File: src/rtl/dmem_arb_pkg.sv
// Shared definitions for the data-memory port arbiter: FSM states, port IDs and default sizing.
package dmem_arb_pkg;

  typedef enum logic [1:0] {
    ST_IDLE  = 2'd0,
    ST_ISSUE = 2'd1,
    ST_RESP  = 2'd2
  } state_e;

  typedef enum logic {
    PORT_PIPE = 1'b0,
    PORT_DBG  = 1'b1
  } port_e;

  localparam int unsigned DEF_MEM_BYTES = 128;

endpackage

File: src/rtl/dmem_arb_pick.sv
// Combinational winner select between the two requesters.
// DMEM_ARB_RR_EN selects round-robin on contention; otherwise port 0 has fixed priority.
module dmem_arb_pick
  import dmem_arb_pkg::*;
(
  input  logic [1:0] valid_i,
`ifdef DMEM_ARB_RR_EN
  input  port_e      ptr_i,
`endif
  output logic       grant_o,
  output port_e      winner_o
);

  always_comb begin
    // NOTE: every output gets a default first so no path through the block infers a latch.
    grant_o  = |valid_i;
    winner_o = PORT_PIPE;
    unique case (valid_i)
      2'b10:   winner_o = PORT_DBG;
`ifdef DMEM_ARB_RR_EN
      2'b11:   winner_o = ptr_i;
`else
      2'b11:   winner_o = PORT_PIPE;
`endif
      default: winner_o = PORT_PIPE;
    endcase
  end

endmodule

File: src/rtl/dmem_port_arbiter.sv
// Two-port arbiter in front of a single-port, 1-cycle registered-read data memory.
// Build option: DMEM_ARB_RR_EN enables round-robin contention handling.
module dmem_port_arbiter
  import dmem_arb_pkg::*;
#(
  parameter int unsigned MEM_BYTES = DEF_MEM_BYTES,
  parameter int unsigned ADDR_W    = 32,
  parameter int unsigned DATA_W    = 32
) (
  input  logic              clk,
  input  logic              rst_n,

  input  logic              p0_valid,
  output logic              p0_ready,
  input  logic [ADDR_W-1:0] p0_addr,
  input  logic [DATA_W-1:0] p0_wdata,
  input  logic              p0_we,
  output logic              p0_resp_valid,
  output logic [DATA_W-1:0] p0_rdata,
  output logic              p0_err,

  input  logic              p1_valid,
  output logic              p1_ready,
  input  logic [ADDR_W-1:0] p1_addr,
  input  logic [DATA_W-1:0] p1_wdata,
  input  logic              p1_we,
  output logic              p1_resp_valid,
  output logic [DATA_W-1:0] p1_rdata,
  output logic              p1_err,

  output logic [ADDR_W-1:0] mem_address,
  output logic [DATA_W-1:0] mem_write_data,
  output logic              mem_read,
  output logic              mem_write,
  input  logic [DATA_W-1:0] mem_read_data
);

  localparam logic [ADDR_W-1:0] LAST_WORD = ADDR_W'(MEM_BYTES - 4);

  state_e            state_q, state_d;
  port_e             owner_q, owner_d;
  logic [ADDR_W-1:0] addr_q, addr_d;
  logic [DATA_W-1:0] wdata_q, wdata_d;
  logic              we_q, we_d;
  logic              err_q, err_d;

  logic              grant;
  port_e             winner;
  logic              accept;
  logic [ADDR_W-1:0] sel_addr;
  logic [DATA_W-1:0] sel_wdata;
  logic              sel_we;
  logic              sel_legal;
  logic              issue_go;
  logic [DATA_W-1:0] resp_data;

`ifdef DMEM_ARB_RR_EN
  port_e ptr_q, ptr_d;
`endif

  dmem_arb_pick u_pick (
    .valid_i  ({p1_valid, p0_valid}),
`ifdef DMEM_ARB_RR_EN
    .ptr_i    (ptr_q),
`endif
    .grant_o  (grant),
    .winner_o (winner)
  );

  // A new request can only be taken while no access is being issued.
  assign accept    = grant && (state_q == ST_IDLE || state_q == ST_RESP);
  assign sel_addr  = (winner == PORT_DBG) ? p1_addr  : p0_addr;
  assign sel_wdata = (winner == PORT_DBG) ? p1_wdata : p0_wdata;
  assign sel_we    = (winner == PORT_DBG) ? p1_we    : p0_we;
  // Full-width unsigned compare: addresses above the last word never wrap into range.
  assign sel_legal = (sel_addr[1:0] == 2'b00) && (sel_addr <= LAST_WORD);

  always_comb begin
    state_d = state_q;
    owner_d = owner_q;
    addr_d  = addr_q;
    wdata_d = wdata_q;
    we_d    = we_q;
    err_d   = err_q;

    unique case (state_q)
      ST_IDLE:  if (accept) state_d = ST_ISSUE;
      ST_ISSUE: state_d = ST_RESP;
      ST_RESP:  state_d = accept ? ST_ISSUE : ST_IDLE;
      default:  state_d = ST_IDLE;
    endcase

    if (accept) begin
      owner_d = winner;
      addr_d  = sel_addr;
      wdata_d = sel_wdata;
      we_d    = sel_we;
      err_d   = !sel_legal;
    end
  end

`ifdef DMEM_ARB_RR_EN
  always_comb begin
    ptr_d = ptr_q;
    if (accept) ptr_d = (winner == PORT_PIPE) ? PORT_DBG : PORT_PIPE;
  end

  always_ff @(posedge clk or negedge rst_n) begin
    if (!rst_n) ptr_q <= PORT_PIPE;
    else        ptr_q <= ptr_d;
  end
`endif

  // NOTE: state registers use non-blocking assignments so every flop samples pre-edge values.
  always_ff @(posedge clk or negedge rst_n) begin
    if (!rst_n) begin
      state_q <= ST_IDLE;
      owner_q <= PORT_PIPE;
      addr_q  <= '0;
      wdata_q <= '0;
      we_q    <= 1'b0;
      err_q   <= 1'b0;
    end else begin
      state_q <= state_d;
      owner_q <= owner_d;
      addr_q  <= addr_d;
      wdata_q <= wdata_d;
      we_q    <= we_d;
      err_q   <= err_d;
    end
  end

  assign p0_ready = accept && (winner == PORT_PIPE);
  assign p1_ready = accept && (winner == PORT_DBG);

  // Rejected accesses spend their ISSUE cycle with both strobes low.
  assign issue_go       = (state_q == ST_ISSUE) && !err_q;
  assign mem_read       = issue_go && !we_q;
  assign mem_write      = issue_go && we_q;
  assign mem_address    = addr_q;
  assign mem_write_data = wdata_q;

  assign resp_data     = (we_q || err_q) ? '0 : mem_read_data;
  assign p0_resp_valid = (state_q == ST_RESP) && (owner_q == PORT_PIPE);
  assign p1_resp_valid = (state_q == ST_RESP) && (owner_q == PORT_DBG);
  assign p0_rdata      = p0_resp_valid ? resp_data : '0;
  assign p1_rdata      = p1_resp_valid ? resp_data : '0;
  assign p0_err        = p0_resp_valid && err_q;
  assign p1_err        = p1_resp_valid && err_q;

endmodule
File: config.mk
export PLATFORM = sky130hd
export DESIGN_NAME = dmem_port_arbiter
export DESIGN_NICKNAME = d
export VERILOG_FILES = /design/src/rtl/dmem_arb_pkg.sv /design/src/rtl/dmem_arb_pick.sv /design/src/rtl/dmem_port_arbiter.sv
export SDC_FILE = /design/constraint.sdc
export NUM_CORES = 1
export LEC_CHECK = 0
export CORE_AREA = 5 5 115 117
export CTS_CLUSTER_DIAMETER = 100
export DETAILED_ROUTE_END_ITERATION = 10
export DIE_AREA = 0 0 120 122
export PLACE_DENSITY = 0.77
export SLEW_MARGIN = 25
export SYNTH_ARGS = -nofsm -noshare
export SYNTH_HDL_FRONTEND = slang
export SYNTH_SLANG_ARGS = --single-unit
File: constraint.sdc
create_clock -name clk -period 2.45 [get_ports clk]
set_clock_uncertainty 0.1 [all_clocks]
set_input_delay 0.49 -clock clk [delete_from_list [all_inputs] [get_ports clk]]
set_output_delay 0.49 -clock clk [all_outputs]
set_load 0.005 [all_outputs]
After elaboration in Yosys (flattened, before gate mapping). Index checks and enable logic that the tools add are counted.

Bitwise logic cells: 2. Reduce and logical (&&, ||, !) cells: 19. Magnitude comparators: 1. Equality and inequality tests: 4. Multiplexer cells: 10.

Operators by type and width (number): 32-bit 2-to-1 mux (5); 32-bit by 7-bit less-or-equal comparator with 1-bit output (second input constant) (1); 1-bit logical AND (11); 2-bit case mux with 3 select lines (1); 2-bit == test (second input constant) (2); 2-bit logical NOT (2); 1-bit logical NOT (3); 1-bit 2-to-1 mux (3); 2-bit by 1-bit == test with 1-bit output (second input constant) (1); 1-bit logical OR (2); 2-bit 2-to-1 mux (1); 2-bit != test (second input constant) (1); 1-bit inverter (2); 2-bit OR reduction (1).

Logic and storage cells: 42. Bits of input ports: 166. Register bits after elaboration: 69. Output and inout port bits: 136.

Logic depth before layout (Yosys ltp).
Depth after elaboration: 6. Gate-level depth with buffers: 9. Mapped depth without buffers: 5.

By module. From an unflattened synthesis, not the netlist that was laid out.

Cell total of the unflattened synthesis: 402. Area, all modules: 3753.6 µm².

Modules (own cells, without submodules): dmem_port_arbiter (area each 3741.1 µm², sequential area each 1726.7 µm², cells each 400, times used 1); dmem_arb_pick (area each 12.5 µm², sequential area each 0.0 µm², cells each 2, times used 1).

Worst setup path after synthesis. Ideal clock, no wire load.

Path kind: reg-to-output. Start point: register state_q[0]. End point: output port p0_rdata[23]. Buffers on the path: 1. Data arrival time: 1244 ps. Cell stages (with the launch flop): 4. Data required time: 1860 ps. Setup slack: 616 ps. Cells stage by stage: dfrtp_1 > nor3b_1 > clkbuf_1 > and3_1.

Cells in the longest elaborated chain, start to end: 3.

Ends and longest elaborated chain: start: declaration (line dmem_port_arbiter.sv:40) `state_e state_q, state_d;`; start signal: assignment (line dmem_port_arbiter.sv:124) `state_q <= state_d;`; 2-bit == test (line dmem_port_arbiter.sv:144) `assign p0_resp_valid = (state_q == ST_RESP) && (owner_q == PORT_PIPE);`; 1-bit logical AND (line dmem_port_arbiter.sv:144); named net p0_resp_valid (line dmem_port_arbiter.sv:18) `output logic p0_resp_valid,`; 32-bit 2-to-1 mux (line dmem_port_arbiter.sv:146) `assign p0_rdata = p0_resp_valid ? resp_data : '0;`; end: declaration (line dmem_port_arbiter.sv:19) `output logic [DATA_W-1:0] p0_rdata,`.

The timed path passes the listed nets, and every way through them passes these cells.

Worst setup path after layout.
Start point: register err_q. End point: output port mem_read.

Cells in the longest elaborated chain, start to end: 3.

Ends and longest elaborated chain: start: declaration (line dmem_port_arbiter.sv:45) `logic err_q, err_d;`; start signal: assignment (line dmem_port_arbiter.sv:129) `err_q <= err_d;`; 1-bit logical NOT (line dmem_port_arbiter.sv:137) `assign issue_go = (state_q == ST_ISSUE) && !err_q;`; 1-bit logical AND (line dmem_port_arbiter.sv:137); 1-bit logical AND (line dmem_port_arbiter.sv:138) `assign mem_read = issue_go && !we_q;`; end: declaration (line dmem_port_arbiter.sv:33) `output logic mem_read,`.

Every way passes these cells.

==> flow_metrics.py <==
metrics = {
    "die": {
        "die_x_um": 120,
        "num_rows": 41,
        "fp.coreArea_mm2": 0.0123,
        "die_h_um": 122,
        "die-area_mm2": 0.0146,
        "pin_count": 302,
        "start_util_pct": 30.0,
    },
    "clocking": {
        "root_buffer": "clkbuf_16",
        "cts_tree": "done",
        "clock_path_buffers": 2,
        "clock_latency_ns": 0.32,
        "clk_pin_slew_ns": 0.05,
        "hold_buffers": 0,
        "cts.sinks": 69,
        "htree_levels": 3,
        "cts-buffers-inserted": 9,
    },
    "cells_and_area": {
        "multiInputGateArea_mm2": 0.00179,
        "final_nets": 907,
        "fin_util_pct": 59.4,
        "seq_area_mm2": 0.00173,
        "n_fill_cell": 1093,
        "drive_gt1_share_pct": 7.25,
        "area_growth_pct": 97.8,
        "finalNonFillerCells": 895,
        "n_antenna_cell": 0,
    },
    "synth": {
        "ys_top_cells_by_area": "dfrtp_1, and3_1, nand2_1",
        "syn_area_mm2": 0.00368,
        "async_flop_share_pct": 100,
        "synth.distinct_cells": 31,
        "syn_inst": 445,
        "yosys_register_bits": 69,
        "synth_top_area_share_pct": 46.9,
        "seq_area_frac_synth_pct": 46.9,
        "synthFlopType": "dfrtp_1",
        "synth-edff-count": 0,
        "yosys_warnings": 0,
        "yosysMostFrequentCell": "nand2_1",
        "synth_common_cells": "nand2_1, dfrtp_1, and3_1, nor2_1",
        "avgSynthCellArea_um2": 8.27,
        "synth.net_count": 611,
        "synth_top_area_cell": "dfrtp_1",
    },
    "power": {
        "powerDensity_mw_per_mm2": 550,
        "leakage_nw": 3.52,
        "ir_worst_vdd_mv": 0.336,
    },
    "critical_path": {
        "r2r_slack_ns": 0.71,
        "crit_buf_inv": 2,
        "crit_arrival_ns": 1.76,
        "slowest_stage": "clkdlybuf4s50_1",
        "crit_fanout": 33,
        "regToRegStartpoint": "state_q[0]",
        "critical-path-max-stage-delay_ns": 0.50,
        "worst-r2r-cell-count": 6,
        "critPathRequiredTime_ns": 1.86,
        "cp-end-kind": "output port",
        "path_delay_family": "buffers and inverters",
        "path_class": "register to output port",
        "r2r-end": "err_q",
        "path_cells": "nor2_4 -> buf_12 -> and2_1 -> clkdlybuf4s50_1",
        "cp-start-kind": "register",
    },
    "sta": {
        "finalWorstSetupSlack_ns": 0.102,
        "maxSlewViolCount": 0,
        "hold_violations": 0,
        "period_share_pct": 95.8,
        "max_freq_mhz": 426,
        "tightest_slew_ns": 0.530,
        "slew_headroom_pct": 64.7,
        "rsz0062_at_grt": "false",
        "finalSetupViolCount": 0,
        "min_period_ns": 2.35,
    },
    "routing": {
        "drt_iter0_markers": 177,
        "wl_um": 16000,
        "avgRoutedWirePerCell_um": 17.8,
        "vias": 4557,
        "drc": 0,
        "viasPerCell": 5.09,
        "drtPass1Iterations": 4,
        "ant_nets": 0,
    },
    "global_routing": {
        "overflow": 0,
        "grt_pass1_vias": 4492,
        "grt.total_usage_pct": 20.0,
        "antenna_found_initial": 0,
        "grt_pass1_wl_um": 23400,
        "grt_max_degree": 67,
    },
    "placed_design": {
        "post-place-ws_ns": -0.0155,
        "io_buffers": 301,
        "dp_hpwl_um": 12400,
        "dp_cells": 871,
        "place.gp.congestion": 0.845,
    },
    "status": {
        "status": "complete, no violations",
    },
    "job": {
        "maxCapViolations": 0,
    },
    "worst_hold_path": {
        "hold_path.class": "input port to asynchronous set/reset pin",
    },
}
-- how the worst max path moves through the flow --
stage                     from      endpoint  slack [ns]  depth (start not counted)
finish                   err_q      mem_read        0.10                          4
global route        state_q[0]   p0_rdata[4]        0.03                          5
CTS                 state_q[0]  p1_rdata[19]       -0.02                          4
detailed placement    p0_valid      p1_ready       -0.02                          4
global placement      p0_valid      p1_ready       -0.02                          4
floorplan           state_q[0]  p0_rdata[23]        0.62                          3
-- registers in the layout, indices dropped and copies added (netlist names) --
name	cells
mem_write_data	32
mem_address	32
state_q	2
err_q	1
owner_q	1
we_q	1
-- worst reg2reg max path, delay by kind of cell (launching register included) --
kind,cells,cell delay [ns]
AND/OR/NAND/NOR,3,0.61
AO/OA/AOI/OAI,2,0.24
buffers and inverters,1,0.25
flip-flops,1,0.44
-- per-stage QoR --
stage | instance area [µm²] | TNS, ns | power (mW) | hold WS (ns)
detailed placement | 6900 | -0.0155 | 2.72 | 0.369
finish | 7280 | 0 | 4.00 | 0.0425
floorplan | 3680 | 0 | 1.83 | 0.0944
CTS | 7170 | -0.0189 | 4.04 | 0.0532
global placement | 6900 | -0.0163 | 2.69 | 0.351
global route | 7280 | 0 | 4.21 | 0.0767
-- metal layers --
layer	track usage (%)	routed length, µm	vias up
li1	-	-	2172
met1	22.8	6070	2134
met2	36.8	8310	222
met3	5.43	1210	29
met4	5.58	375	0
met5	0	0	-
-- repair_timing --
item                                    in CTS  in global routing
buffers inserted                             1                  4
pin swaps                                    1                  2
gates cloned                                 1                  3
endpoints found under the setup margin      66                  5
gates resized for setup                     69                  8
-- cells by family (layout without fill, tap and decap cells) --
group                  count (synthesis)  in the layout  share of synthesized area (%)
AOI/OAI and AO/OA                    103            103                           17.7
buffers and inverters                 46            346                           5.61
DFF                                   69             69                           46.9
and+or+nand+nor                      227            227                           29.7
-- final cells by class --
class	count	area share, %
well taps	150	2.58
clock inverters	1	0.413
multi-input cells	330	24.6
clock buffers	14	3.63
flip-flops and latches	69	23.8
inverters	2	0.103
repair buffers	329	44.9
-- placed cells by master (no fill, tap or decap), types with 2 or more instances in the layout --
cell type and count:
clkbuf_8 2, and2_1 3, a31oi_1 32, and3_1 62
nor3_1 5, dfrtp_1 67, dlygate4sd2_1 63, nor4_1 9
clkbuf_16 12, a22oi_1 33, nand2_1 98, clkbuf_1 3
buf_12 5, nor2_1 35, and3_4 2, o21ai_0 33
dlymetal6s2s_1 4, clkdlybuf4s50_1 233, buf_4 19, dfrtp_2 2
-- power by group --
part	total [mW]	leakage, nW	switching (mW)	internal, mW
logic	1.25	2.57	0.483	0.766
registers	1.47	0.810	0.122	1.35
clock network	1.28	0.143	0.442	0.839
total	4.00	3.52	1.05	2.96
Note: power is estimated with default switching activity, not from simulation.
